==> src/rtl/cdb_arbiter.sv <==
`default_nettype none
// ============================================================================
// cdb_arbiter : merges ALU/LSB results onto a registered CDB, with per-source
//               FIFOs. Optional CDB_PERF_EN adds grant/conflict counters.
// Revision    : 1.0
// ============================================================================
`ifndef ROB_WIDTH
`define ROB_WIDTH 4
`endif

module cdb_arbiter #(
  parameter int ROB_W = `ROB_WIDTH,
  parameter int DEPTH = 4
) (
  input  logic             clk_in,
  input  logic             rst_in,
  input  logic             rdy_in,
  input  logic             clear,
  input  logic             alu_valid,
  input  logic [ROB_W-1:0] alu_rob_id,
  input  logic [31:0]      alu_value,
  output logic             alu_stall,
  input  logic             lsb_valid,
  input  logic [ROB_W-1:0] lsb_rob_id,
  input  logic [31:0]      lsb_value,
  output logic             lsb_stall,
`ifdef CDB_PERF_EN
  output logic [31:0]      perf_alu_grants,
  output logic [31:0]      perf_lsb_grants,
  output logic [31:0]      perf_conflicts,
`endif
  output logic             cdb_valid,
  output logic [ROB_W-1:0] cdb_rob_id,
  output logic [31:0]      cdb_value
);

  localparam int PTR_W = $clog2(DEPTH);
  localparam int CNT_W = PTR_W + 1;
  localparam int DW    = ROB_W + 32;
  localparam logic [CNT_W-1:0] FULL_LVL  = CNT_W'(DEPTH);
  localparam logic [CNT_W-1:0] STALL_LVL = CNT_W'(DEPTH - 2);

  // Index 0 is the ALU source, index 1 the LSB source.
  logic [1:0]              in_vld;
  logic [1:0][DW-1:0]      in_data;
  logic [1:0][DW-1:0]      head;
  logic [1:0][DW-1:0]      cand_data;
  logic [1:0][CNT_W-1:0]   cnt;
  logic [1:0]              nonempty;
  logic [1:0]              cand;
  logic [1:0]              grant;
  logic [1:0]              pop;
  logic [1:0]              push;
  logic                    prio_q, prio_d;
  logic [DW-1:0]           win_data;
  logic                    cdb_valid_q;
  logic [DW-1:0]           cdb_data_q;

  assign in_vld     = {lsb_valid, alu_valid};
  assign in_data[0] = {alu_rob_id, alu_value};
  assign in_data[1] = {lsb_rob_id, lsb_value};

  always_comb begin
    cand      = 2'b00;
    cand_data = '0;
    grant     = 2'b00;
    prio_d    = prio_q;
    pop       = 2'b00;
    push      = 2'b00;
    for (int s = 0; s < 2; s++) begin
      cand[s]      = nonempty[s] | in_vld[s];
      cand_data[s] = nonempty[s] ? head[s] : in_data[s];
    end
    if (cand == 2'b11) begin
      grant  = prio_q ? 2'b10 : 2'b01;
      prio_d = ~prio_q;
    end else begin
      grant  = cand;
    end
    // A granted source with an empty FIFO is served by write-through, so no push.
    for (int s = 0; s < 2; s++) begin
      pop[s]  = grant[s] & nonempty[s];
      push[s] = in_vld[s] & ~(grant[s] & ~nonempty[s]);
    end
    win_data = grant[1] ? cand_data[1] : cand_data[0];
  end

  for (genvar s = 0; s < 2; s++) begin : g_fifo
    logic [DW-1:0]    mem_q [DEPTH];
    logic [PTR_W-1:0] wr_q, rd_q;
    logic [CNT_W-1:0] cnt_q, cnt_d;
    logic             do_push;

    always_comb begin
      do_push = push[s] & ((cnt_q != FULL_LVL) | pop[s]);
      cnt_d   = cnt_q;
      if (do_push && !pop[s]) begin
        cnt_d = cnt_q + 1'b1;
      end else if (!do_push && pop[s]) begin
        cnt_d = cnt_q - 1'b1;
      end
    end

    always_ff @(posedge clk_in) begin
      if (rst_in) begin
        wr_q  <= '0;
        rd_q  <= '0;
        cnt_q <= '0;
      end else if (rdy_in) begin
        if (clear) begin
          wr_q  <= '0;
          rd_q  <= '0;
          cnt_q <= '0;
        end else begin
          if (do_push) wr_q <= wr_q + 1'b1;
          if (pop[s])  rd_q <= rd_q + 1'b1;
          cnt_q <= cnt_d;
        end
      end
    end

    always_ff @(posedge clk_in) begin
      if (!rst_in && rdy_in && !clear && do_push) begin
        mem_q[wr_q] <= in_data[s];
      end
    end

    a_no_overflow : assert property (@(posedge clk_in) disable iff (rst_in)
      (rdy_in && !clear) |-> !(push[s] && !pop[s] && cnt_q == FULL_LVL))
      else $error("cdb_arbiter: push to full FIFO %0d dropped", s);

    assign cnt[s]      = cnt_q;
    assign nonempty[s] = (cnt_q != '0);
    assign head[s]     = mem_q[rd_q];
  end

  assign alu_stall = (cnt[0] >= STALL_LVL);
  assign lsb_stall = (cnt[1] >= STALL_LVL);

  always_ff @(posedge clk_in) begin
    if (rst_in) begin
      cdb_valid_q <= 1'b0;
      cdb_data_q  <= '0;
      prio_q      <= 1'b0;
    end else if (rdy_in) begin
      if (clear) begin
        cdb_valid_q <= 1'b0;
        prio_q      <= 1'b0;
      end else begin
        cdb_valid_q <= |grant;
        if (|grant) cdb_data_q <= win_data;
        prio_q <= prio_d;
      end
    end
  end

  assign cdb_valid  = cdb_valid_q;
  assign cdb_rob_id = cdb_data_q[DW-1:32];
  assign cdb_value  = cdb_data_q[31:0];

`ifdef CDB_PERF_EN
  logic [31:0] perf_alu_q, perf_lsb_q, perf_conf_q;

  // Counters survive a pipeline flush; only reset clears them.
  always_ff @(posedge clk_in) begin
    if (rst_in) begin
      perf_alu_q  <= '0;
      perf_lsb_q  <= '0;
      perf_conf_q <= '0;
    end else if (rdy_in && !clear) begin
      if (grant[0])      perf_alu_q  <= perf_alu_q + 1'b1;
      if (grant[1])      perf_lsb_q  <= perf_lsb_q + 1'b1;
      if (cand == 2'b11) perf_conf_q <= perf_conf_q + 1'b1;
    end
  end

  assign perf_alu_grants = perf_alu_q;
  assign perf_lsb_grants = perf_lsb_q;
  assign perf_conflicts  = perf_conf_q;
`endif

endmodule

`default_nettype wire

==> config.mk <==
export PLATFORM = sky130hd
export DESIGN_NAME = cdb_arbiter
export DESIGN_NICKNAME = d
export VERILOG_FILES = /design/src/rtl/cdb_arbiter.sv
export SDC_FILE = /design/constraint.sdc
export NUM_CORES = 1
export LEC_CHECK = 0
export ABC_AREA = 0
export ABC_CLOCK_PERIOD_IN_PS = 3500
export CAP_MARGIN = 20
export CELL_PAD_IN_SITES_DETAIL_PLACEMENT = 0
export CELL_PAD_IN_SITES_GLOBAL_PLACEMENT = 2
export CORE_UTILIZATION = 43
export CTS_CLUSTER_SIZE = 10
export DETAILED_ROUTE_END_ITERATION = 8
export GPL_TIMING_DRIVEN = 0
export PLACE_DENSITY = 0.89
export SKIP_LAST_GASP = 1
export SYNTH_ARGS = -nofsm -noshare
export SYNTH_HDL_FRONTEND = slang
export SYNTH_SLANG_ARGS = --single-unit
==> constraint.sdc <==
create_clock -name clk_in -period 3.5 [get_ports clk_in]
set_input_delay 0.7 -clock clk_in [delete_from_list [all_inputs] [get_ports clk_in]]
set_output_delay 0.7 -clock clk_in [all_outputs]
set_load 0.01 [all_outputs]
==> impl_metrics.env <==
export IMPL_critPathRequiredTime_ns=3.76
export IMPL_grt_ovfl_total=0
export IMPL_core_area_sq_um=30900
export IMPL_cts_tree="yes"
export IMPL_worstSetupStartpointType="flip-flop"
export IMPL_grt_total_usage_pct=19.3
export IMPL_fin_nets=1019
export IMPL_cts_resized_gates=0
export IMPL_highest_layer="met4"
export IMPL_wl_met2_um=14600
export IMPL_globalplace_congestion=0.713
export IMPL_hold_ws_ns=0.470
export IMPL_syn_area_sq_um=13700
export IMPL_cts_root_buf="clkbuf_16"
export IMPL_routed_via_density=5.62
export IMPL_synth_cells=768
export IMPL_timing_rr_start="g_fifo[1].cnt_q[1]"
export IMPL_ys_warnings_count=0
export IMPL_clk_path_buf_depth=3
export IMPL_cts_setup_buffers=0
export IMPL_grt_pass1_vias=8000
export IMPL_dr_total_vias=7628
export IMPL_ctsHoldBuffers=0
export IMPL_grt_max_degree=23
export IMPL_wire_per_inst_um=22.7
export IMPL_min_path_type="flip-flop to flip-flop"
export IMPL_cp_startpoint="g_fifo[1].cnt_q[1]"
export IMPL_cap_violations=0
export IMPL_worstPathMaxFanout=22
export IMPL_timing_critical_path_to="g_fifo[1].mem_q[2][22]"
export IMPL_firstDrtPassIters=5
export IMPL_dieArea_sq_um=32500
export IMPL_slowest_stage="nor3_1"
export IMPL_vdd_drop_max_mv=0.303
export IMPL_wl_met1_um=13600
export IMPL_powerDensity_nw_per_um2=526
export IMPL_io_pins=117
export IMPL_finalCritPeriodShare_pct=84.9
export IMPL_regArea_sq_um=9770
export IMPL_port_buffers=113
export IMPL_synth_distinct_cells=41
export IMPL_critical_path_depth=6
export IMPL_die_x_um=180
export IMPL_dp_hpwl_um=20200
export IMPL_worstPathArrival_ns=3.23
export IMPL_path_buf_inv=2
export IMPL_synth_top_cell_area_share_pct=63.3
export IMPL_synth_area_leaders="edfxtp_1 63%, mux4_2 12%, dfxtp_1 8.2%"
export IMPL_cts_inserted_buffers=40
export IMPL_htree_levels=2
export IMPL_row_count=64
export IMPL_synth_top_area_cell="edfxtp_1"
export IMPL_maxSlewHeadroom_pct=23.0
export IMPL_r2r_cells=6
export IMPL_synthFlopType="edfxtp_1"
export IMPL_min_from="cdb_valid"
export IMPL_start_util_pct=44.2
export IMPL_multiInputGateArea_sq_um=3650
export IMPL_layout_drive_gt1_share_pct=16.8
export IMPL_syn_nets=856
export IMPL_r2r_end="g_fifo[1].mem_q[2][22]"
export IMPL_ys_seq_area_share_pct=71.5
export IMPL_wirelength_um=30800
export IMPL_area_growth_pct=21.8
export IMPL_synth_async_reset_ratio_pct=0
export IMPL_drt_drc_violations_left=0
export IMPL_synth_seq_cells=344
export IMPL_syn_mean_instance_area_sq_um=17.8
export IMPL_tightestPinTransition_ns=1.16
export IMPL_synth_edf_count=288
export IMPL_layout_min_cycle_time_ns=2.97
export IMPL_insertion_delay_ns=0.53
export IMPL_grt_pass1_wl_um=47200
export IMPL_crit_family="simple AND/OR/NAND/NOR gates"
export IMPL_cts_sinks=344
export IMPL_dpl_instance_area_sq_um=15500
export IMPL_setup_viol=0
export IMPL_fin_skew_ns=0.0214
export IMPL_fillers=2468
export IMPL_die_h_um=180
export IMPL_status="complete, no violations"
export IMPL_ant_nets=0
export IMPL_r2r_slack_ns=0.53
export IMPL_dr_wl_met3_um=1830
export IMPL_drv_slew=0
export IMPL_antenna_found_initial=2
export IMPL_timing_fmax_ghz=0.337
export IMPL_rsz0062_at_grt="false"
export IMPL_path_class="flip-flop to flip-flop"
export IMPL_end_kind="flip-flop"
export IMPL_clkSlewWorstSetupHoldPaths_ns=0.05
export IMPL_crit_path_cell_trace="nor3_1, clkbuf_1, o21ai_0, and3_1, and3_2, buf_12"
export IMPL_final_hold_violation_count=0
export IMPL_final_area_sq_um=16600
export IMPL_cpPeakStageDelay_ns=0.60
export IMPL_total_power_uw=8750
export IMPL_fin_util_pct=53.8
export IMPL_drt_iter0_markers=638
export IMPL_leakage_uw=0.00554
[stage by stage]
| stage | std cells | setup slack (ns) | setup TNS (ns) |
|---|---|---|---|
| 5_1_grt | 1357 | 0.393 | 0 |
| 3_3_place_gp | 1277 | -0.808 | -189.14 |
| 3_5_place_dp | 1285 | 0.205 | 0 |
| 4_1_cts | 1356 | 0.483 | 0 |
| 6_report | 1358 | 0.529 | 0 |
| 2_1_floorplan | 768 | 0.523 | 0 |
[worst reg2reg max path: cells and delay by family, from the launching register on]
family / cells / cell delay, ns
buffers and inverters: 2 / 0.77
and+or+nand+nor: 3 / 1.31
AOI/OAI and AO/OA: 1 / 0.26
DFF: 1 / 0.37
[power by group]
group          internal, uW  switching, uW  total [uW]  leakage (uW)
registers              4470           26.4        4500       0.00304
clock network          2220           1510        3730      0.000558
logic                   233            281         515       0.00194
[cell type report]
cell class | instances | area share [%]
Antenna cell | 2 | 0.0301
Buffer | 47 | 1.26
Clock buffer | 68 | 6.91
Clock inverter | 3 | 0.143
Inverter | 11 | 0.248
Multi-Input combinational cell | 366 | 21.9
Sequential cell | 344 | 58.7
Tap cell | 396 | 2.98
Timing Repair Buffer | 121 | 7.76
[registers in the layout (all words and copies together), names as in the netlist, named ones only]
signal / cells
g_fifo.mem_q: 288
cdb_data_q: 36
g_fifo.cnt_q: 6
g_fifo.rd_q: 4
g_fifo.wr_q: 4
cdb_valid: 1
prio_q: 1
[worst min path at each step]
stage / to / slack, ns / depth (start not counted)
6_report: cdb_valid / 0.47 / 2
5_1_grt: cdb_data_q[31] / 0.50 / 1
4_1_cts: cdb_valid / 0.48 / 2
3_5_place_dp: cdb_valid / 0.47 / 2
3_3_place_gp: cdb_valid / 0.46 / 2
2_1_floorplan: flip-flop / 0.46 / 2
[metal layers]
metal,vias to the layer above,track usage [%]
met5,-,0
met4,0,6.53
met3,50,3.15
met2,252,30.6
met1,3866,27.1
li1,3460,-
[cells by family (layout without fill, tap and decap cells)]
family / count (synthesis) / in the layout / synth area share (%)
other: 0 / 2 / 0
XOR/XNOR: 1 / 1 / 0.0641
buffers and inverters: 58 / 250 / 1.84
flip-flops: 344 / 344 / 71.5
adder cells (fa/ha/maj): 10 / 10 / 1.03
multiplexers: 109 / 109 / 14.6
AND/OR/NAND/NOR: 94 / 94 / 3.34
AO/OA/AOI/OAI: 152 / 152 / 7.62
[cell usage after synthesis (2+ instances only)]
cell type	number
mux4_2	72
inv_1	11
o21ai_1	2
a22oi_1	37
buf_2	21
edfxtp_1	288
or2_2	4
nand2_1	41
nor4_1	3
nand3_1	7
a22o_1	37
dfxtp_1	56
ha_1	8
fa_1	2
and3_1	9
nor3_1	4
or3_1	2
a21oi_1	52
nand2b_1	2
nor2_1	15
mux2i_1	37
o21ai_0	13
nor3b_1	3
clkbuf_1	25
[cells in the final DEF, fill, tap and decap left out, types with 11 or more instances in the layout]
master             n
clkdlybuf4s50_1  113
inv_1             11
mux4_2            72
edfxtp_1         288
clkbuf_16         42
nand2_1           41
a22oi_1           37
nor2_1            15
mux2i_1           37
a22o_1            37
a21oi_1           52
o21ai_0           13
buf_2             21
clkbuf_1          51
dfxtp_1           56
No activity file was read; power rests on OpenSTA's default activity.
